<file path="src/rtl/mem_arbiter_if.sv">
// rtl/mem_arbiter_if.sv - cache/memory port bundle shared by the dcache, icache and memory arbiter
interface mem_arbiter_if #(
    parameter int TAG_W = 4
) ();
    // Command encoding: 0 = MEM_NONE, 1 = MEM_LOAD, 2 = MEM_STORE
    logic [1:0]       dcache_command;
    logic [31:0]      dcache_addr;
    logic [63:0]      dcache_data;
    logic             icache_req;
    logic [1:0]       icache_command;
    logic [31:0]      icache_addr;
    logic [TAG_W-1:0] mem2proc_transaction_tag;
    logic [63:0]      mem2proc_data;
    logic [TAG_W-1:0] mem2proc_data_tag;

    logic [1:0]       proc2mem_command;
    logic [31:0]      proc2mem_addr;
    logic [63:0]      proc2mem_data;
    logic             icache_stall;
    logic             dcache_grant;
    logic [TAG_W-1:0] Dmem2proc_transaction_tag;
    logic [TAG_W-1:0] Imem2proc_transaction_tag;
    logic [TAG_W-1:0] Dmem2proc_data_tag;
    logic [TAG_W-1:0] Imem2proc_data_tag;
    logic [63:0]      mem2proc_data_out;
    logic             tag_error;

    modport master (
        output dcache_command, dcache_addr, dcache_data,
        output icache_req, icache_command, icache_addr,
        output mem2proc_transaction_tag, mem2proc_data, mem2proc_data_tag,
        input  proc2mem_command, proc2mem_addr, proc2mem_data,
        input  icache_stall, dcache_grant,
        input  Dmem2proc_transaction_tag, Imem2proc_transaction_tag,
        input  Dmem2proc_data_tag, Imem2proc_data_tag,
        input  mem2proc_data_out, tag_error
    );

    modport slave (
        input  dcache_command, dcache_addr, dcache_data,
        input  icache_req, icache_command, icache_addr,
        input  mem2proc_transaction_tag, mem2proc_data, mem2proc_data_tag,
        output proc2mem_command, proc2mem_addr, proc2mem_data,
        output icache_stall, dcache_grant,
        output Dmem2proc_transaction_tag, Imem2proc_transaction_tag,
        output Dmem2proc_data_tag, Imem2proc_data_tag,
        output mem2proc_data_out, tag_error
    );
endinterface

</file>
<file path="src/rtl/mem_arbiter.sv">
// rtl/mem_arbiter.sv - dcache/icache arbiter for the single memory port with tag ownership routing
module mem_arbiter #(
    parameter int STARVE_LIMIT = 8,
    parameter int NUM_TAGS     = 16,
    parameter int TAG_W        = $clog2(NUM_TAGS)
) (
    input logic         clock,
    input logic         reset,
    mem_arbiter_if.slave bus
);
    localparam logic [1:0] MEM_NONE = 2'd0;
    localparam logic [1:0] MEM_LOAD = 2'd1;

    logic [7:0]          starve_cnt;
    logic [NUM_TAGS-1:1] owner_valid;
    logic [NUM_TAGS-1:1] owner_is_d;
    logic                tag_error_q;

    logic             force_i;
    logic             grant;
    logic             icache_sel;
    logic             ack_nonzero;
    logic             load_accept;
    logic             icache_accept;
    logic             ret_live;
    logic             ret_orphan;
    logic             reuse_live;
    logic [TAG_W-1:0] ack_tag;
    logic [TAG_W-1:0] ret_tag;

    assign ack_tag = bus.mem2proc_transaction_tag;
    assign ret_tag = bus.mem2proc_data_tag;

    // Force depends only on registered state and icache_req so the icache,
    // whose command reacts to icache_stall, never closes a combinational loop.
    assign force_i    = bus.icache_req && (starve_cnt >= 8'(STARVE_LIMIT));
    assign grant      = (bus.dcache_command != MEM_NONE) && !force_i;
    assign icache_sel = !grant && (bus.icache_command == MEM_LOAD);

    assign ack_nonzero   = (ack_tag != '0);
    assign load_accept   = ack_nonzero && (grant ? (bus.dcache_command == MEM_LOAD) : icache_sel);
    assign icache_accept = icache_sel && ack_nonzero;

    assign ret_live   = (ret_tag != '0) && owner_valid[ret_tag];
    assign ret_orphan = (ret_tag != '0) && !owner_valid[ret_tag];
    assign reuse_live = load_accept && owner_valid[ack_tag] && !(ret_live && (ret_tag == ack_tag));

    always_comb begin
        bus.proc2mem_command = MEM_NONE;
        bus.proc2mem_addr    = '0;
        bus.proc2mem_data    = '0;
        if (grant) begin
            bus.proc2mem_command = bus.dcache_command;
            bus.proc2mem_addr    = bus.dcache_addr;
            bus.proc2mem_data    = bus.dcache_data;
        end else if (icache_sel) begin
            bus.proc2mem_command = MEM_LOAD;
            bus.proc2mem_addr    = bus.icache_addr;
        end
    end

    assign bus.dcache_grant              = grant;
    assign bus.icache_stall              = grant;
    assign bus.Dmem2proc_transaction_tag = grant      ? ack_tag : '0;
    assign bus.Imem2proc_transaction_tag = icache_sel ? ack_tag : '0;
    assign bus.Dmem2proc_data_tag        = (ret_live &&  owner_is_d[ret_tag]) ? ret_tag : '0;
    assign bus.Imem2proc_data_tag        = (ret_live && !owner_is_d[ret_tag]) ? ret_tag : '0;
    assign bus.mem2proc_data_out         = bus.mem2proc_data;
    assign bus.tag_error                 = tag_error_q;

    always_ff @(posedge clock) begin
        if (reset) begin
            starve_cnt  <= '0;
            owner_valid <= '0;
            owner_is_d  <= '0;
            tag_error_q <= 1'b0;
        end else begin
            // Accept is written after the return clear so a same-tag reissue wins.
            if (ret_live) begin
                owner_valid[ret_tag] <= 1'b0;
            end
            if (load_accept) begin
                owner_valid[ack_tag] <= 1'b1;
                owner_is_d[ack_tag]  <= grant;
            end
            if (ret_orphan || reuse_live) begin
                tag_error_q <= 1'b1;
            end

            if (!bus.icache_req || icache_accept) begin
                starve_cnt <= '0;
            end else if (grant && (starve_cnt != 8'hFF)) begin
                starve_cnt <= starve_cnt + 8'd1;
            end
        end
    end
endmodule
</file>
<file path="src/flat_wrapper.sv">
// flat-port wrapper written by rule: the top's interface ports become plain ports
module mem_arbiter_flat 
#(
    parameter int STARVE_LIMIT = 8,
    parameter int NUM_TAGS     = 16,
    parameter int TAG_W        = $clog2(NUM_TAGS)
)
  (clock, reset, bus_dcache_command, bus_dcache_addr, bus_dcache_data, bus_icache_req, bus_icache_command, bus_icache_addr, bus_mem2proc_transaction_tag, bus_mem2proc_data, bus_mem2proc_data_tag, bus_proc2mem_command, bus_proc2mem_addr, bus_proc2mem_data, bus_icache_stall, bus_dcache_grant, bus_Dmem2proc_transaction_tag, bus_Imem2proc_transaction_tag, bus_Dmem2proc_data_tag, bus_Imem2proc_data_tag, bus_mem2proc_data_out, bus_tag_error);
  mem_arbiter_if #(.TAG_W(TAG_W)) bus_i ();
  input logic clock;
  input logic reset;
  input wire logic [$bits(bus_i.dcache_command)-1:0] bus_dcache_command;
  input wire logic [$bits(bus_i.dcache_addr)-1:0] bus_dcache_addr;
  input wire logic [$bits(bus_i.dcache_data)-1:0] bus_dcache_data;
  input wire logic [$bits(bus_i.icache_req)-1:0] bus_icache_req;
  input wire logic [$bits(bus_i.icache_command)-1:0] bus_icache_command;
  input wire logic [$bits(bus_i.icache_addr)-1:0] bus_icache_addr;
  input wire logic [$bits(bus_i.mem2proc_transaction_tag)-1:0] bus_mem2proc_transaction_tag;
  input wire logic [$bits(bus_i.mem2proc_data)-1:0] bus_mem2proc_data;
  input wire logic [$bits(bus_i.mem2proc_data_tag)-1:0] bus_mem2proc_data_tag;
  output wire logic [$bits(bus_i.proc2mem_command)-1:0] bus_proc2mem_command;
  output wire logic [$bits(bus_i.proc2mem_addr)-1:0] bus_proc2mem_addr;
  output wire logic [$bits(bus_i.proc2mem_data)-1:0] bus_proc2mem_data;
  output wire logic [$bits(bus_i.icache_stall)-1:0] bus_icache_stall;
  output wire logic [$bits(bus_i.dcache_grant)-1:0] bus_dcache_grant;
  output wire logic [$bits(bus_i.Dmem2proc_transaction_tag)-1:0] bus_Dmem2proc_transaction_tag;
  output wire logic [$bits(bus_i.Imem2proc_transaction_tag)-1:0] bus_Imem2proc_transaction_tag;
  output wire logic [$bits(bus_i.Dmem2proc_data_tag)-1:0] bus_Dmem2proc_data_tag;
  output wire logic [$bits(bus_i.Imem2proc_data_tag)-1:0] bus_Imem2proc_data_tag;
  output wire logic [$bits(bus_i.mem2proc_data_out)-1:0] bus_mem2proc_data_out;
  output wire logic [$bits(bus_i.tag_error)-1:0] bus_tag_error;
  assign bus_i.dcache_command = bus_dcache_command;
  assign bus_i.dcache_addr = bus_dcache_addr;
  assign bus_i.dcache_data = bus_dcache_data;
  assign bus_i.icache_req = bus_icache_req;
  assign bus_i.icache_command = bus_icache_command;
  assign bus_i.icache_addr = bus_icache_addr;
  assign bus_i.mem2proc_transaction_tag = bus_mem2proc_transaction_tag;
  assign bus_i.mem2proc_data = bus_mem2proc_data;
  assign bus_i.mem2proc_data_tag = bus_mem2proc_data_tag;
  assign bus_proc2mem_command = bus_i.proc2mem_command;
  assign bus_proc2mem_addr = bus_i.proc2mem_addr;
  assign bus_proc2mem_data = bus_i.proc2mem_data;
  assign bus_icache_stall = bus_i.icache_stall;
  assign bus_dcache_grant = bus_i.dcache_grant;
  assign bus_Dmem2proc_transaction_tag = bus_i.Dmem2proc_transaction_tag;
  assign bus_Imem2proc_transaction_tag = bus_i.Imem2proc_transaction_tag;
  assign bus_Dmem2proc_data_tag = bus_i.Dmem2proc_data_tag;
  assign bus_Imem2proc_data_tag = bus_i.Imem2proc_data_tag;
  assign bus_mem2proc_data_out = bus_i.mem2proc_data_out;
  assign bus_tag_error = bus_i.tag_error;
  mem_arbiter #(.STARVE_LIMIT(STARVE_LIMIT), .NUM_TAGS(NUM_TAGS), .TAG_W(TAG_W)) u_core (.clock(clock), .reset(reset), .bus(bus_i));
endmodule
</file>
<file path="config.mk">
export PLATFORM = sky130hd
export DESIGN_NAME = mem_arbiter_flat
export DESIGN_NICKNAME = d
export VERILOG_FILES = /design/src/rtl/mem_arbiter_if.sv /design/src/rtl/mem_arbiter.sv /design/src/flat_wrapper.sv
export SDC_FILE = /design/constraint.sdc
export NUM_CORES = 1
export LEC_CHECK = 0
export ABC_AREA = 1
export CORE_AREA = 4 4 149 151
export CTS_CLUSTER_DIAMETER = 50
export DETAILED_ROUTE_END_ITERATION = 10
export DIE_AREA = 0 0 153 155
export PLACE_DENSITY = 0.62
export SLEW_MARGIN = 20
export SYNTH_ARGS = -nofsm -noshare
export SYNTH_HDL_FRONTEND = slang
export SYNTH_SLANG_ARGS = --single-unit
</file>
<file path="constraint.sdc">
create_clock -name clock -period 1.9 [get_ports clock]
set_input_delay 0.285 -clock clock [delete_from_list [all_inputs] [get_ports clock]]
set_output_delay 0.285 -clock clock [all_outputs]
set_load 0.005 [all_outputs]
</file>
==> out/qor.csv <==
stage,metric,value,unit
yosys,leading post-synthesis cells by cell area,"nand2_1 (20%), dfxtp_1 (20%), nor2_1 (14%)",
clocking,clock latency reported for the late side of the worst-skew pair,0.28,ns
global_routing,global-route wire length before repair,29500,µm
yosys,number of enable flip-flop cells after synthesis,0,
worst_setup_path,internal reg-to-reg setup slack,0.02,ns
status,violations in the final reports,setup timing,
global_routing,number of antenna violations at the first check in global routing,0,
worst_setup_path,end point of the critical path,bus_proc2mem_data[11],
sta,post-route clock skew,0.00443,ns
global_routing,largest net degree at the start of global routing,28,
floorplanning,initial core utilization,19.1,%
yosys,most frequent cell after synthesis,nand2_1,
global_routing,via count of the first global-routing pass,5248,
yosys,cell accounting for the most synthesized area,nand2_1,
worst_setup_path,"Max FO, Critical Path",6,
clocking,TritonCTS buffer count,5,
routing,number of DRC violations after detailed-routing iteration 0,217,
yosys,number of warnings reported in the yosys synthesis log,0,
sta,post-layout min period,2.03,ns
sta,"crit path setup slack, layout",-0.131,ns
status,run status,"finished, violations left",
routing,drt drc,0,
floorplanning,Die Span Y,155,µm
cells_and_area,ratio of cells with drive above 1 in the final layout,44.2,%
worst_setup_path,Arrival @ worst endpoint,1.75,ns
placed_design,Detail Placement HPWL,16100,µm
cells_and_area,Layout Area Growth over Synthesis,110,%
yosys,fraction of the yosys area taken by sequential cells,19.6,%
yosys,share of the synthesized area in the top cell type,20.1,%
floorplanning,number of cell rows,53,
power_and_ir_drop,Leak Pwr,4.12,nW
cells_and_area,# nets final,1245,
routing,routed via count,5477,
sta,worst slew pin tran,0.275,ns
yosys,commonest register cell after synthesis,dfxtp_1,
cells_and_area,final cell utilization of the core,40.1,%
sta,headroom to the max-slew limit,81.7,%
yosys,distinct cell type count after synthesis,28,
worst_setup_path,start of the worst register-to-register path,u_core.starve_cnt[7]$_SDFFE_PP0P_,
global_routing,total routing resource utilization after global routing,16.0,%
yosys,Async SR Flop Fraction,0,%
clocking,CTS Sinks,39,
yosys,syn nets,947,
clocking,count of hold buffers inserted by post-cts repair,0,
floorplanning,total die area,0.0237,mm²
min_path,type of the worst min-delay path,register to register,
yosys,commonest cells in the synthesized netlist,"nand2_1 (213), nor2_1 (146), inv_1 (122)",
clocking,clock-pin transition on the worst setup and hold timing paths,0.06,ns
power_and_ir_drop,"Power, Total",3.37,mW
global_routing,global route total overflow,0,
cells_and_area,antenna diode count,0,
routing,routed len/inst,16.0,µm
worst_setup_path,reg-to-reg critical path endpoint,u_core.starve_cnt[3]$_SDFFE_PP0P_,
routing,Routed Antenna Nets,0,
yosys,"FF+latch count, synth",39,
routing,Detailed Routing Iterations Pass 1,5,
worst_setup_path,timing startpoint of the critical path,u_core.starve_cnt[7]$_SDFFE_PP0P_,
clocking,clock tree root buffer cell,clkbuf_16,
placed_design,number of I/O port buffers,259,
sta,Setup TNS Final,-3.52,ns
placed_design,Cells after DPL,1259,
routing,vias per std cell,4.17,
sta,highest clock frequency the design can meet,492,MHz
routing,detailed-route wire length,21000,µm
power_and_ir_drop,worst vdd rail ir drop,0.322,mV
clocking,H-tree depth,2,
worst_setup_path,critical path start-end classification,register to output port,
clocking,TritonCTS clock tree,yes,
sta,share of the clock period used by the worst path,107,%
sta,Final Hold Fails,0,
run,Max-cap violations,0,
sta,RSZ-0062 raised after global routing,yes,
sta,final hold slack,0.457,ns
floorplanning,boundary pin count,388,
yosys,Synth Instances,738,
worst_setup_path,nature of the critical path endpoint,output port,
worst_setup_path,endpoint required time on the critical path,1.62,ns
power_and_ir_drop,Pwr per Cell Area,404,mW/mm²
placed_design,final weighted congestion of routability-driven global placement,0.939,
floorplanning,horizontal extent of the die,153,µm
sta,fin. max-slew vios,0,
cells_and_area,final std cells w/o fill,1312,
yosys,Mapped Area,0.00398,mm²
yosys,mean post-synth cell area,5.39,µm²
clocking,clk buf depth,2,
worst_setup_path,type of element launching the critical path,register,
worst_setup_path,worst reg-to-reg path cell count,12,
sta,number of failing setup endpoints in the final timing report,81,
floorplanning,area inside the core boundary,0.0208,mm²
[state kept, by name, summed over array words and instances (netlist names)]
signal,flops
u_core.owner_is_d,15
u_core.owner_valid,15
u_core.starve_cnt,8
u_core.bus.tag_error,1
[report_power, final]
part,internal (mW),total [mW],switching (mW),leakage [nW]
registers,0.831,0.839,0.00800,0.323
clock network,0.753,1.10,0.342,0.0911
logic,0.796,1.44,0.644,3.71
total,2.38,3.37,0.994,4.12
[final cells by class]
class / instances / area, µm²
clock buffer: 6 / 129
clock inverter: 2 / 60.1
fill: 2154 / 12500
inverter: 129 / 497
multi-input combinational: 476 / 2930
sequential: 39 / 801
tap: 275 / 344
timing repair buffer: 385 / 3590
[logic make-up (layout without fill, tap and decap cells)]
| logic type | count (synthesis) | count (layout) | synth area share (%) |
|---|---|---|---|
| simple gates | 418 | 418 | 43.2 |
| flops | 39 | 39 | 19.6 |
| compound gates | 53 | 53 | 7.39 |
| buf+inv | 223 | 522 | 28.5 |
| xor+xnor | 3 | 3 | 0.660 |
| fa+ha+maj | 2 | 2 | 0.629 |
[worst min path at each step]
stage	start	end	slack (ns)	cells after the start
after floorplan	u_core.starve_cnt[4]$_SDFFE_PP0P_	u_core.starve_cnt[4]$_SDFFE_PP0P_	0.45	2
after global placement	u_core.starve_cnt[4]$_SDFFE_PP0P_	u_core.starve_cnt[4]$_SDFFE_PP0P_	0.46	2
after detailed placement	u_core.starve_cnt[5]$_SDFFE_PP0P_	u_core.starve_cnt[5]$_SDFFE_PP0P_	0.47	2
after CTS	u_core.starve_cnt[5]$_SDFFE_PP0P_	u_core.starve_cnt[5]$_SDFFE_PP0P_	0.47	2
after global routing	u_core.starve_cnt[4]$_SDFFE_PP0P_	u_core.starve_cnt[4]$_SDFFE_PP0P_	0.49	2
final	u_core.starve_cnt[4]$_SDFFE_PP0P_	u_core.starve_cnt[4]$_SDFFE_PP0P_	0.46	2
[repair_timing]
action,4_1_cts,5_1_grt
gates cloned,11,2
endpoints found under the setup margin,116,125
pin swaps,27,42
buffers inserted,26,13
resized for setup,620,188
endpoints found under the hold margin,0,0
[critical path: stages, from the launching register on]
cell and delay (ns):
dfxtp_2 0.32, nor2_2 0.11, nand4_1 0.11, nand2_2 0.11, o21ai_4 0.09, buf_6 0.15, buf_12 0.15, buf_12 0.13
buf_12 0.12, nor2_4 0.06, buf_2 0.11
[cell usage in the layout, fill, tap and decap left out, types with 2 or more instances in the layout]
cell / instances
clkbuf_2: 7
o21ai_4: 2
ha_1: 2
inv_2: 16
buf_2: 86
o22ai_1: 5
nand3_1: 4
buf_6: 46
nand2_1: 176
dfxtp_2: 16
buf_4: 74
inv_1: 110
clkbuf_16: 6
nand2_4: 20
nor2_2: 30
nand3_2: 25
buf_16: 9
buf_8: 6
nand3_4: 8
buf_12: 13
dlygate4sd2_1: 4
nor3_1: 2
o21ai_0: 11
xor2_1: 2
dfxtp_1: 23
o22ai_2: 2
nand2_2: 30
a21oi_1: 19
nand4_1: 4
nor2_1: 71
a21oi_2: 6
nor2_4: 46
bufinv_16: 2
clkdlybuf4s50_1: 137
inv_4: 2
o21ai_1: 5
[metrics by stage]
stage | area, µm² | worst slack [ns]
CTS | 7750 | -0.196
floorplan | 3980 | 0.366
global route | 8350 | -0.240
detailed placement | 7000 | -0.680
global placement | 7000 | -0.679
finish | 8350 | -0.131
[per-layer routing]
layer	vias up	share of wire [%]	track usage, %
met2	253	54	31.3
met5	-	0	0
met3	52	7.3	3.53
met1	2452	35	15.6
li1	2720	-	-
met4	0	3.8	8.19
Note: power is estimated with default switching activity, not from simulation.
==> patch 1 (same flow settings) <==
Reset style: asynchronous (`reset`), changed in one clocked block.
--- a/src/rtl/mem_arbiter.sv
+++ b/src/rtl/mem_arbiter.sv
@@ -70,3 +70,3 @@
 
-    always_ff @(posedge clock) begin
+    always_ff @(posedge clock or posedge reset) begin
         if (reset) begin
Function: differs if reset is asserted again (counterexample within 4 cycles, from zero or initial values and one cycle with reset high); with reset held inactive, the same outputs for 4 cycles.
==> patch 1 against the unedited design <==
  * The flow still finishes with violations (setup timing)
  * Design area decreased by 9.6%
  * Clock power decreased by 23%
  * Wire length increased by 5.0%
  * Power increased by 8.2%
  * Synthesized area decreased by 1.8%
  * Die area unchanged
  * Final cell count decreased by 5.2%
  * Sequential cell count unchanged
  * Global-route usage increased by 1.1 points
  * Setup slack got worse by 31 ps
  * Non-clock buffer count decreased by 21
==> patch 1: results (changes against the unedited design) <==
Timing
  • Final WS setup: -163 ps (-31.2 ps)
  • Clk_skew: 7.78 ps (+3.35 ps)
  • Final setup vio count: 96 (+19%)
  • Fin Setup TNS: -4910 ps (-1390 ps)
  • Worst Tran Pin Value: 535 ps (+260 ps)

Synthesis
  • Asr flop ratio synth: 100% (+100 points)
  • Post-synth cell types: 27 (-3.6%)
  • Synth top area cells: dfrtp_1 (25%), nand2_1 (22%), buf_4 (13%)
  • Xor and xnor area share after synthesis: 0.672% (+0.012 points)
  • Post-synthesis compound-gate area fraction: 3.65% (-3.7 points)
  • Synthesized net count: 896 (-5.4%)
  • Commonest cells post-synth: nand2_1 (233), inv_1 (109), nor2_1 (102)

Setup path
  • Worst Path Max Fanout: 16 (+10)
  • Worst R2R End: u_core.owner_is_d[10]
  • Arr. time, crit path: 1780 ps (+30 ps)
  • Setup crit end: bus_proc2mem_data[41]

Placement
  • Final GP Congestion: 0.890 (-5.2%)
  • Area post-placement: 6810 µm² (-2.6%)

Layout
  • Seq. cell area: 976 µm² (+22%)
  • Layout cells sized above 1: 37.5% (-6.7 points)

Status
  • Outcome: finished with violations
  • Violated checks: setup timing

GRT
  • Initial antenna violation count: 1 (+1)
  • First-pass GRT wire length: 31000 µm (+4.8%)
  • Total track usage: 17.0% (+1.1 points)

Power
  • Static leakage: 0.00396 µW (-4.0%)
==> patch 1: changes by cell type in the layout (fill, tap and decap cells not counted), sizes merged, moves of 12 or more <==
cell	unedited run	this run
clkdlybuf4s15	2	14
buf	234	181
dfrtp	0	39
a21oi	26	4
dfxtp	39	0
nor2	147	110
clkbuf	14	30
nand3	37	55
inv	129	113
==> patch 1: logic make-up (layout without fill, tap and decap cells) <==
logic type | Yosys count | after routing
DFF | 39 | 39
AOI/OAI and AO/OA | 26 | 26
xor gates and xnor gates | 3 | 3
adders and majority gates | 2 | 2
buffers and inverters | 205 | 487
and+or+nand+nor | 412 | 412
==> patch 1: routing by layer <==
metal | up-vias | GRT usage [%] | share of wire [%]
met4 | 0 | 5.73 | 3.1
met2 | 248 | 24.3 | 41
met3 | 50 | 7.04 | 12
met1 | 2272 | 23.2 | 44
met5 | - | 0 | 0
li1 | 2528 | - | -
==> patch 1: how the worst min path moves through the flow <==
stage                                     from                   end  slack (ps)  cells after the start
after detailed placement  u_core.owner_is_d[5]  u_core.owner_is_d[5]         470                      2
after CTS                                reset  u_core.owner_is_d[7]         460                      3
final                                    reset  u_core.starve_cnt[7]         440                      3
after global routing                     reset  u_core.starve_cnt[7]         510                      3
after floorplan                 bus_icache_req  u_core.starve_cnt[1]         430                      2
after global placement    u_core.owner_is_d[5]  u_core.owner_is_d[5]         470                      2
==> patch 1: stage by stage <==
| step | worst slack [ps] | instances |
|---|---|---|
| floorplan | 363 | 687 |
| global placement | -672 | 1198 |
| detailed placement | -703 | 1198 |
| CTS | -389 | 1223 |
| global route | -274 | 1244 |
| finish | -163 | 1244 |
==> patch 1: cell type report <==
cell class                      count  area share (%)
Sequential cell                    39            12.9
Clock inverter                      3           0.265
Timing Repair Buffer              364            43.7
Clock buffer                        5            1.66
Tap cell                          275            4.56
Multi-Input combinational cell    443            30.9
Inverter                          115            5.98
==> patch 1: power by group <==
part | leakage [µW] | switching (µW) | internal (µW)
registers | 0.000494 | 126 | 980
logic | 0.00340 | 808 | 894
clock network | 0.0000658 | 359 | 484
==> patch 1: timing repair <==
action,4_1_cts,5_1_grt
gates cloned,2,2
setup buffers,15,24
endpoints found under the setup margin,116,136
pin swaps,10,50
gates resized for setup,338,310
hold buffers,0,0
==> patch 1: worst max-delay path, stage by stage, from the launching register on <==
cell	delay [ps]
dfrtp_1	370
nor2_1	130
nand3_1	100
nand2_2	140
nand2_8	100
buf_6	170
buf_4	160
nor2_1	100
clkdlybuf4s15_1	220
==> patch 2 (same settings) <==
Made on the original files. `NUM_TAGS` is set to 16 in 2 places; all go to 32.
--- a/src/rtl/mem_arbiter.sv
+++ b/src/rtl/mem_arbiter.sv
@@ -3,3 +3,3 @@
     parameter int STARVE_LIMIT = 8,
-    parameter int NUM_TAGS     = 16,
+    parameter int NUM_TAGS     = 32,
     parameter int TAG_W        = $clog2(NUM_TAGS)
--- a/src/flat_wrapper.sv
+++ b/src/flat_wrapper.sv
@@ -4,3 +4,3 @@
     parameter int STARVE_LIMIT = 8,
-    parameter int NUM_TAGS     = 16,
+    parameter int NUM_TAGS     = 32,
     parameter int TAG_W        = $clog2(NUM_TAGS)
Interface: changed (6 resized); port bits go from 388 to 394. No check against the original RTL was run, so the function may have changed too.
==> patch 2 against the unedited design <==
  * The run still ends with setup timing left
  * Wire length is 47% higher
  * Power is 48% higher
  * Design area is 35% higher
  * Sequential cell count is 32 higher
  * Synthesized area is 41% higher
  * Sequential share of layout area is 3.1 points higher
  * Setup slack worse by 190 ps
  * Core utilization is 14 points higher
  * Critical path type is now in -> out
  * Largest power group unchanged
==> patch 2: results (changes against the unedited design) <==
Status
  • Outcome: finished with violations
  • Violated checks: setup timing

Route
  • M1 WL: 12600 µm (+73%)
  • Met3 WL: 3280 µm (+110%)
  • Iteration-0 DRC Markers: 358 (+65%)
  • Via density per instance: 4.58 (+9.6%)
  • Via count: 7570 (+38%)

Power
  • Worst vdd ir: 0.000411 V (+28%)
  • Static leakage: 0.00527 µW (+28%)

Timing
  • Worst Tran Pin Value: 649 ps (+374 ps)
  • Final setup vio count: 181 (+120%)
  • Final WS setup: -326 ps (-194 ps)

CTS
  • Gates resized, CTS repair: 402 (-35%)

Layout
  • FILL cells: 1948 (-9.6%)
  • Nets: 1584 (+27%)
  • Top Registers: u_core.owner_is_d: 31 flops, u_core.owner_valid: 31 flops, u_core.starve_cnt: 8 flops
  • Multi-input gate area: 4070 µm² (+39%)

GRT
  • GR met2 Demand/Resource: 36.7% (+5.4 points)
  • Vias in the first global route: 7004 (+33%)

Placement
  • Worst slack, placed: -886 ps (-205 ps)
  • Final GP Congestion: 0.983 (+4.7%)
  • Area post-placement: 8990 µm² (+28%)
  • PortBufs: 265 (+2.3%)

Hold path
  • Hold WC Path Type: in -> reg
  • Hold Path Origin: reset
  • Hold path depth: 4 (+2)
  • Hold endpoint: u_core.owner_is_d[13]

Setup path
  • R2r worst-path depth: 17 (+5)
  • Reg2Reg Setup Slack: -160 ps (-180 ps)

Synthesis
  • Synth top area cells: dfxtp_1 (25%), nand2_1 (22%), buf_4 (9.0%)
  • Sequential share of the synthesized area: 25.3% (+5.7 points)
  • Synthesized instance count: 1004 (+36%)
  • Commonest cells post-synth: nand2_1 (336), inv_1 (134), nor2_1 (125)
## patch 2: changes by cell type after synthesis, moves of 7 or more
cell / unedited run / this run
inv_1: 122 / 134
nand3_1: 37 / 63
o21ai_0: 14 / 35
o21ai_1: 3 / 10
nand2_1: 213 / 336
nor3_1: 2 / 12
dfxtp_1: 39 / 71
nor3_2: 0 / 7
a21oi_1: 24 / 59
nor2_1: 146 / 125
nand2_4: 10 / 2
clkbuf_1: 7 / 19
## patch 2: cell families (layout without fill, tap and decap cells)
family	count (synthesis)	after routing	share of synthesized area, %
and+or+nand+nor	563	565	41.6
buffers and inverters	254	626	22.0
AOI/OAI and AO/OA	111	111	10.2
DFF	71	71	25.3
xor gates and xnor gates	3	3	0.468
adders and majority gates	2	2	0.445
other	0	1	0
## patch 2: power by group
| part | switching, µW | internal, µW |
|---|---|---|
| Clock | 667 | 1020 |
| Combinational | 856 | 953 |
| Sequential | 9.24 | 1500 |
| Total | 1530 | 3480 |
